===== config.mk =====
export PLATFORM = sky130hd
export DESIGN_NAME = reset_sequencer
export DESIGN_NICKNAME = d
export VERILOG_FILES = /design/src/rtl/reset_sequencer.sv
export SDC_FILE = /design/constraint.sdc
export NUM_CORES = 1
export LEC_CHECK = 0
export BUFFER_PORTS_ARGS = -buffer_cell sky130_fd_sc_hd__buf_4
export CAP_MARGIN = 25
export CORE_UTILIZATION = 30
export CTS_BUF_LIST = sky130_fd_sc_hd__clkbuf_16
export DETAILED_ROUTE_END_ITERATION = 8
export PLACE_DENSITY = 0.48
export SLEW_MARGIN = 40
export SYNTH_ARGS = -nofsm -noshare
export SYNTH_HDL_FRONTEND = slang
export SYNTH_SLANG_ARGS = --single-unit

===== constraint.sdc =====
create_clock -name clk -period 4.7 [get_ports clk]
set_input_delay 0.235 -clock clk [delete_from_list [all_inputs] [get_ports clk]]
set_output_delay 0.235 -clock clk [all_outputs]
set_load 0.1 [all_outputs]

===== src/rtl/reset_sequencer.sv =====
// Reset and clock-qualification sequencer: synchronises MMCM lock, stretches reset,
// then releases NUM_STAGES active-high domain resets in order with a fixed gap.
module reset_sequencer #(
    parameter int unsigned NUM_STAGES     = 3,
    parameter int unsigned STRETCH_CYCLES = 1024,
    parameter int unsigned STAGE_GAP      = 16,
    parameter int unsigned LOSS_CNT_W     = 8
) (
    input  logic                  clk,
    input  logic                  rst,
    input  logic                  locked_in,
    input  logic                  soft_rst_req,
    output logic [NUM_STAGES-1:0] rst_out,
    output logic                  ready,
    output logic [LOSS_CNT_W-1:0] lock_loss_cnt
);

    localparam int unsigned CNT_W = (STRETCH_CYCLES > 1) ? $clog2(STRETCH_CYCLES) : 1;
    localparam int unsigned GAP_W = (STAGE_GAP > 1) ? $clog2(STAGE_GAP) : 1;

    localparam logic [CNT_W-1:0] CNT_LAST = CNT_W'(STRETCH_CYCLES - 1);
    localparam logic [GAP_W-1:0] GAP_LAST = GAP_W'(STAGE_GAP - 1);

    localparam logic [1:0] S_WAIT_LOCK = 2'd0;
    localparam logic [1:0] S_STRETCH   = 2'd1;
    localparam logic [1:0] S_RELEASE   = 2'd2;
    localparam logic [1:0] S_RUN       = 2'd3;

    logic                  r_s1;
    logic                  r_locked_s;
    logic [1:0]            r_state;
    logic [CNT_W-1:0]      r_cnt;
    logic [GAP_W-1:0]      r_gap;
    logic [NUM_STAGES-1:0] r_rst_out;
    logic                  r_ready;
    logic [LOSS_CNT_W-1:0] r_loss;

    // Released stages always form a contiguous run of zeros from bit 0, so
    // releasing the next stage is a left shift and the last one leaves all zeros.
    logic [NUM_STAGES-1:0] w_rst_next;
    logic                  w_last_stage;

    always_comb begin
        w_rst_next   = r_rst_out << 1;
        w_last_stage = (w_rst_next == '0);
    end

    always_ff @(posedge clk) begin
        if (!rst) begin
            r_s1       <= 1'b0;
            r_locked_s <= 1'b0;
            r_state    <= S_WAIT_LOCK;
            r_cnt      <= '0;
            r_gap      <= '0;
            r_rst_out  <= '1;
            r_ready    <= 1'b0;
            r_loss     <= '0;
        end else begin
            r_s1       <= locked_in;
            r_locked_s <= r_s1;

            if (r_state == S_WAIT_LOCK) begin
                r_rst_out <= '1;
                r_ready   <= 1'b0;
                if (r_locked_s) begin
                    r_state <= S_STRETCH;
                    r_cnt   <= '0;
                    r_gap   <= '0;
                end
            end else if (!r_locked_s) begin
                // Lock loss outranks a coincident soft request.
                r_state   <= S_WAIT_LOCK;
                r_cnt     <= '0;
                r_gap     <= '0;
                r_rst_out <= '1;
                r_ready   <= 1'b0;
                if (r_loss != '1) begin
                    r_loss <= r_loss + 1'b1;
                end
            end else if (soft_rst_req) begin
                r_state   <= S_STRETCH;
                r_cnt     <= '0;
                r_gap     <= '0;
                r_rst_out <= '1;
                r_ready   <= 1'b0;
            end else begin
                case (r_state)
                    S_STRETCH: begin
                        if (r_cnt == CNT_LAST) begin
                            r_cnt     <= '0;
                            r_gap     <= '0;
                            r_rst_out <= w_rst_next;
                            if (w_last_stage) begin
                                r_state <= S_RUN;
                                r_ready <= 1'b1;
                            end else begin
                                r_state <= S_RELEASE;
                            end
                        end else begin
                            r_cnt <= r_cnt + 1'b1;
                        end
                    end
                    S_RELEASE: begin
                        if (r_gap == GAP_LAST) begin
                            r_gap     <= '0;
                            r_rst_out <= w_rst_next;
                            if (w_last_stage) begin
                                r_state <= S_RUN;
                                r_ready <= 1'b1;
                            end
                        end else begin
                            r_gap <= r_gap + 1'b1;
                        end
                    end
                    default: begin
                        r_rst_out <= '0;
                        r_ready   <= 1'b1;
                    end
                endcase
            end
        end
    end

    assign rst_out       = r_rst_out;
    assign ready         = r_ready;
    assign lock_loss_cnt = r_loss;

endmodule


==> summary.md, run 1 <==
| Metric | Value |
|---|---|
| Status | finished, final reports clean |
| H-tree levels | 2 |
| Final instance area | 1817 um2 |
| Max transition margin | 0.5248 |
| Critical path's top delay family | simple AND/OR/NAND/NOR gates |
| Hold Buf Count CTS | 0 |
| Final WL | 3219 um |
| Setup TNS | 0 ps |
| CP max stage cell | or3b_2 |
| Worst r2r dst | r_cnt[2] |
| Final ANT Viol Nets | 0 |
| Reg2reg setup slack | 2610 ps |
| CTS max path bufs | 2 |
| Peak VDD IR | 0.1860 mV |
| WL/cell | 12.29 um |
| # fillers | 505 |
| Top Usage Layer GRT | met2 |
| Tmin final | 2088 ps |
| Setup violators final | 0 |
| DPL Wire Length | 2305 um |
| Worst Setup Start Kind | flip-flop |
| CTS tree | yes |
| Number of DRC markers in iteration 0 | 31 |
| Core area | 4755 um2 |
| Final hold violations | 0 |
| Pre-antenna DRT Iters | 4 |
| EDFF count, synth | 0 |
| Clock root buffer | clkbuf_16 |
| Initial antenna violation count | 0 |
| Area of the mapped netlist | 1486 um2 |
| Most common cell after layout, fill and taps aside | dfxtp_1 |
| Critical path required time | 4900 ps |
| Unrepaired setup endpoints after global routing | no |
| Post-synth ARST share | 0 |
| Flop and latch count out of synthesis | 30 |
| CP Cell Sequence | inv_1 -> ha_1 -> or3b_2 -> o21ai_2 -> o21ai_0 -> nor2_1 |
| Worst Path Buf+Inv | 1 |
| Total Power | 640.6 uW |
| Via count | 1278 |
| RePlAce Congestion | 0.7697 |
| Crit. path cell count | 6 |
| Post-Syn Nets | 183 |
| Number of cells on the worst reg-to-reg path | 6 |
| Crit path kind | flip-flop to flip-flop |
| Tot GR Track Use | 0.1377 |
| Largest net degree at the start of global routing | 16 |
| Worst reg2reg path startpoint | r_state[1] |
| GR Util met1 | 0.1776 |
| Post_cts resized | 0 |
| Grt ovf | 0 |
| Share of layout cells above drive strength 1 | 0.1590 |
| Max-cap violation count | 0 |
| Fmax | 479.0 MHz |
| IO Pins | 16 |
| Multi-input combinational cell area | 848.3 um2 |
| Num CTS Buffers | 5 |
| Register area share after synthesis | 0.4040 |
| Vias in the first global route | 1178 |
| Crit path to | r_cnt[2] |
| Syn Inst Count | 173 |
| First-pass GRT wire length | 5485 um |
| Delay of the slowest critical-path stage | 570 ps |
| Avg Inst Size Synth | 8.592 um2 |
| Worst-Skew Late Latency | 270 ps |
| Met3 Track Usage GR | 0.04306 |
| GR met2 Demand/Resource | 0.2056 |
| Slew @ Worst Pin | 705.4 ps |
| Layout net count | 204 |
| Register area | 600.6 um2 |
| Setup Skew | 3.383 ps |
| Ant diodes | 0 |
| Crit path max fanout | 7 |
| Synth cell types | 41 |
| Layout area overhead | 22.22% |
| Initial Util | 0.3126 |
| Arrival time worst endpoint | 2290 ps |
| Die area | 5240 um2 |
| Number of synthesis warnings | 0 |
| Cell leakage power | 0.7096 nW |
| Power Density | 352.6 nW/um2 |
| Worst setup EP type | flip-flop |
| Clock slew at reported path FFs | 50 ps |
| # DRC | 0 |
| Cell Area, Placed | 1679 um2 |
| Max Slew Vio Count | 0 |
| Drt via density | 4.878 |
| Die height | 72.39 um |
| Hold Crit Class | primary input to flip-flop |
| PortBufs | 15 |
| Commonest cells after routing, fill and taps aside | 30 x dfxtp_1, 27 x nor2_1, 15 x buf_4 |
| Rows | 25 |
| Die Span X | 72.39 um |
| Top_reg_cell synth | dfxtp_1 |
| # clock sinks | 30 |
| Share of the clock period used by the worst path | 0.4442 |
| Post-CTS Setup Inserts | 0 |
| Critical path launch point | r_state[1] |
==> logic make-up after synthesis <==
group | synth area share
and+or+nand+nor | 0.2761
AOI/OAI and AO/OA | 0.1667
DFF | 0.4040
xor gates and xnor gates | 0.07071
buffers and inverters | 0.02525
adders and majority gates | 0.05050
muxes | 0.006734
==> worst register-to-register path, delay by kind of cell, from the launching register on <==
family	cells	cell delay, ps
fa+ha+maj	1	260
buf+inv	1	80
compound gates	2	580
flops	1	350
simple gates	2	740
==> power breakdown <==
part	switching (mW)	internal [mW]	total, mW
registers	0.00480	0.260	0.265
logic	0.0531	0.0227	0.0758
clock network	0.109	0.191	0.300
==> registers in the layout, indices dropped and copies added, names as in the netlist <==
signal,flops
r_s1,1
lock_loss_cnt,8
r_locked_s,1
ready,1
rst_out,3
r_state,2
r_cnt,10
r_gap,4
==> worst min path at each step <==
stage,start,endpoint,slack [ps],cells past startpoint
floorplan,rst,r_locked_s,360,1
global placement,r_s1,r_locked_s,420,1
detailed placement,r_s1,r_locked_s,420,1
CTS,locked_in,r_s1,160,2
global route,locked_in,r_s1,170,2
finish,locked_in,r_s1,170,2
==> area by class of cell <==
| cell class | count | share of cell area |
|---|---|---|
| multi-input combinational | 133 | 0.4669 |
| sequential | 30 | 0.3306 |
| clock buffer | 5 | 0.06887 |
| timing repair buffer | 15 | 0.06198 |
| tap | 67 | 0.04614 |
| inverter | 9 | 0.01860 |
| clock inverter | 3 | 0.006887 |
==> cells in the mapped netlist, types with 3 or more instances <==
| library cell | count | area, um2 |
|---|---|---|
| nor2_1 | 27 | 101.4 |
| dfxtp_1 | 30 | 600.6 |
| xor2_1 | 6 | 52.55 |
| ha_1 | 6 | 75.07 |
| inv_1 | 9 | 33.78 |
| o21ai_0 | 8 | 40.04 |
| nand4_1 | 5 | 31.28 |
| nor3_1 | 5 | 25.02 |
| and4_1 | 3 | 26.28 |
| nand2_1 | 14 | 52.55 |
| nand3_1 | 5 | 25.02 |
| a21oi_1 | 13 | 65.06 |
| xnor2_1 | 6 | 52.55 |
==> layer usage <==
metal  share of wire  vias up  routed length, um
met4           0.021        0                 66
met3           0.037        7                118
met1            0.49      591               1590
met5               0        -                  0
li1                -      658                  -
met2            0.45       22               1443
==> per-stage QoR <==
step | instances | setup slack, ps | util | hold slack [ps]
after floorplan | 173 | 2655 | - | 356.7
after global placement | 254 | 2657 | 0.3532 | 422.6
after detailed placement | 254 | 2634 | 0.3532 | 418.1
after CTS | 262 | 2609 | 0.3821 | 163.2
after global routing | 262 | 2419 | 0.3821 | 170.5
final | 262 | 2612 | 0.3821 | 167.3
Power figures use the tool's default switching activity.
==> run 2: changes to the inputs <==
==> constraint.sdc (replaced) <==
create_clock -name clk -period 2.1 [get_ports clk]
set_input_delay 0.105 -clock clk [delete_from_list [all_inputs] [get_ports clk]]
set_output_delay 0.105 -clock clk [all_outputs]
set_load 0.1 [all_outputs]
==> run 2 against run 1 <==
Largest cell class unchanged. Non-clock buffer count up 2. Sequential power up 120%. Total power up 120%. Critical endpoint is now r_cnt[5].
==> summary.md, run 2 (synthesis results as in run 1) <==
| Metric | Value |
|---|---|
| Crit path max fanout | 7 |
| Most common cell after layout, fill and taps aside | dfxtp_1 |
| Via count | 1279 |
| Hold Path Sink | r_s1 |
| CTS max path bufs | 2 |
| Max Slew Vio Count | 0 |
| Drt via density | 4.845 |
| Vias in the first global route | 1252 |
| Hold Crit Class | primary input to flip-flop |
| Die height | 72.39 um |
| Fmax | 514.2 MHz |
| Largest register FFs | 10 |
| Tmin final | 1945 ps |
| Crit path kind | flip-flop to flip-flop |
| Share of layout cells above drive strength 1 | 0.1726 |
| Slew @ Worst Pin | 689.5 ps |
| Die Span X | 72.39 um |
| Setup violators final | 0 |
| Number of DRC markers in iteration 0 | 56 |
| Clock slew at reported path FFs | 50 ps |
| Pre-antenna DRT Iters | 4 |
| Rows | 25 |
| Layout net count | 206 |
| Cell Area, Placed | 1694 um2 |
| Final ANT Viol Nets | 0 |
| Max transition margin | 0.5355 |
| Worst reg2reg path startpoint | r_state[0] |
| Largest net degree at the start of global routing | 16 |
| Setup Skew | 2.483 ps |
| Total Power | 1.439 mW |
| Final hold violations | 0 |
| Die area | 5240 um2 |
| Worst r2r dst | r_cnt[5] |
| Final core area utilization | 0.3874 |
| Max-cap violation count | 0 |
| Number of cells on the worst reg-to-reg path | 7 |
| Hold path depth | 2 |
| Tot GR Track Use | 0.1425 |
| # DRC | 0 |
| Cell leakage power | 0.7194 nW |
| Worst Setup Start Kind | flip-flop |
| Initial antenna violation count | 0 |
| Worst-Skew Late Latency | 270 ps |
| # fillers | 511 |
| Ant diodes | 0 |
| Initial Util | 0.3126 |
| Hold Buf Count CTS | 0 |
| PortBufs | 15 |
| Min-delay src | locked_in |
| Layout area overhead | 23.91% |
| Setup TNS | 0 ps |
| Status | finished, final reports clean |
| Worst setup EP type | flip-flop |
| Peak VDD IR | 0.3602 mV |
| Clock root buffer | clkbuf_16 |
| Share of the clock period used by the worst path | 0.9261 |
| Core area | 4755 um2 |
| WL/cell | 12.44 um |
| H-tree levels | 2 |
| # clock sinks | 30 |
| Critical path required time | 2250 ps |
| CTS tree | yes |
| Arrival time worst endpoint | 2100 ps |
| Commonest cells after routing, fill and taps aside | 30 x dfxtp_1, 27 x nor2_1, 17 x buf_4 |
| DPL Wire Length | 2334 um |
| Power Density | 781.1 nW/um2 |
| RePlAce Congestion | 0.7546 |
| Grt ovf | 0 |
| Final instance area | 1842 um2 |
| Reg2reg setup slack | 160 ps |
| First-pass GRT wire length | 5609 um |
| Num CTS Buffers | 5 |
| Register with the most flip-flops | r_cnt |
| Unrepaired setup endpoints after global routing | no |
| Final WL | 3285 um |
| IO Pins | 16 |
run 2: changes by cell type in the layout (fill, tap and decap cells not counted), sizes merged:
| cell | previous run | this run |
|---|---|---|
| buf | 15 | 17 |
run 2: worst max path at each step:
stage | from | to | slack (ps)
final | r_state[0] | r_cnt[5] | 160
after global routing | r_state[0] | lock_loss_cnt[3] | 30
after CTS | r_state[0] | r_cnt[5] | 90
after detailed placement | r_state[0] | r_cnt[5] | 100
after global placement | r_state[0] | r_cnt[3] | 200
after floorplan | lock_loss_cnt[2] | lock_loss_cnt[1] | 60
run 2: final cells by class:
cell class                      count  area, um2  area share
Clock inverter                      3      12.51    0.006793
Clock buffer                        5      125.1     0.06793
Tap cell                           67      83.83     0.04552
Inverter                            9      33.78     0.01834
Sequential cell                    30      600.6      0.3261
Multi-Input combinational cell    133      858.3      0.4660
Timing Repair Buffer               17      127.6     0.06929
run 2: per-stage QoR:
stage | std cells | setup WS, ps | hold slack, ps
after global placement | 256 | 201.7 | 315.7
final | 264 | 155.2 | 34.95
after CTS | 264 | 85.32 | 32.86
after detailed placement | 256 | 100.1 | 317.8
after global routing | 264 | 30.64 | 44.80
after floorplan | 173 | 55.09 | 226.7
run 2: per-layer routing:
| metal | vias up | share of wire | GRT usage |
|---|---|---|---|
| met5 | - | 0 | 0 |
| met4 | 0 | 0.017 | 0.08061 |
| met3 | 6 | 0.047 | 0.05139 |
| met2 | 31 | 0.46 | 0.2181 |
| met1 | 578 | 0.48 | 0.1726 |
| li1 | 664 | - | - |
run 2: power breakdown:
group / internal [mW] / switching [mW] / leakage [nW]
registers: 0.583 / 0.0106 / 0.243
clock network: 0.427 / 0.245 / 0.0724
logic: 0.0538 / 0.119 / 0.404
run 2: critical path, cell delays in order (launching register included):
cell and delay, ps:
dfxtp_1 340, inv_1 80, ha_1 270, or3b_2 570, o21ai_4 230, nor3_1 90
xnor2_1 170, nor2_1 60
run 2: timing repair:
action	in CTS	in global routing
buffers inserted	0	0
setup endpoints to repair	0	5
gates resized for setup	0	3
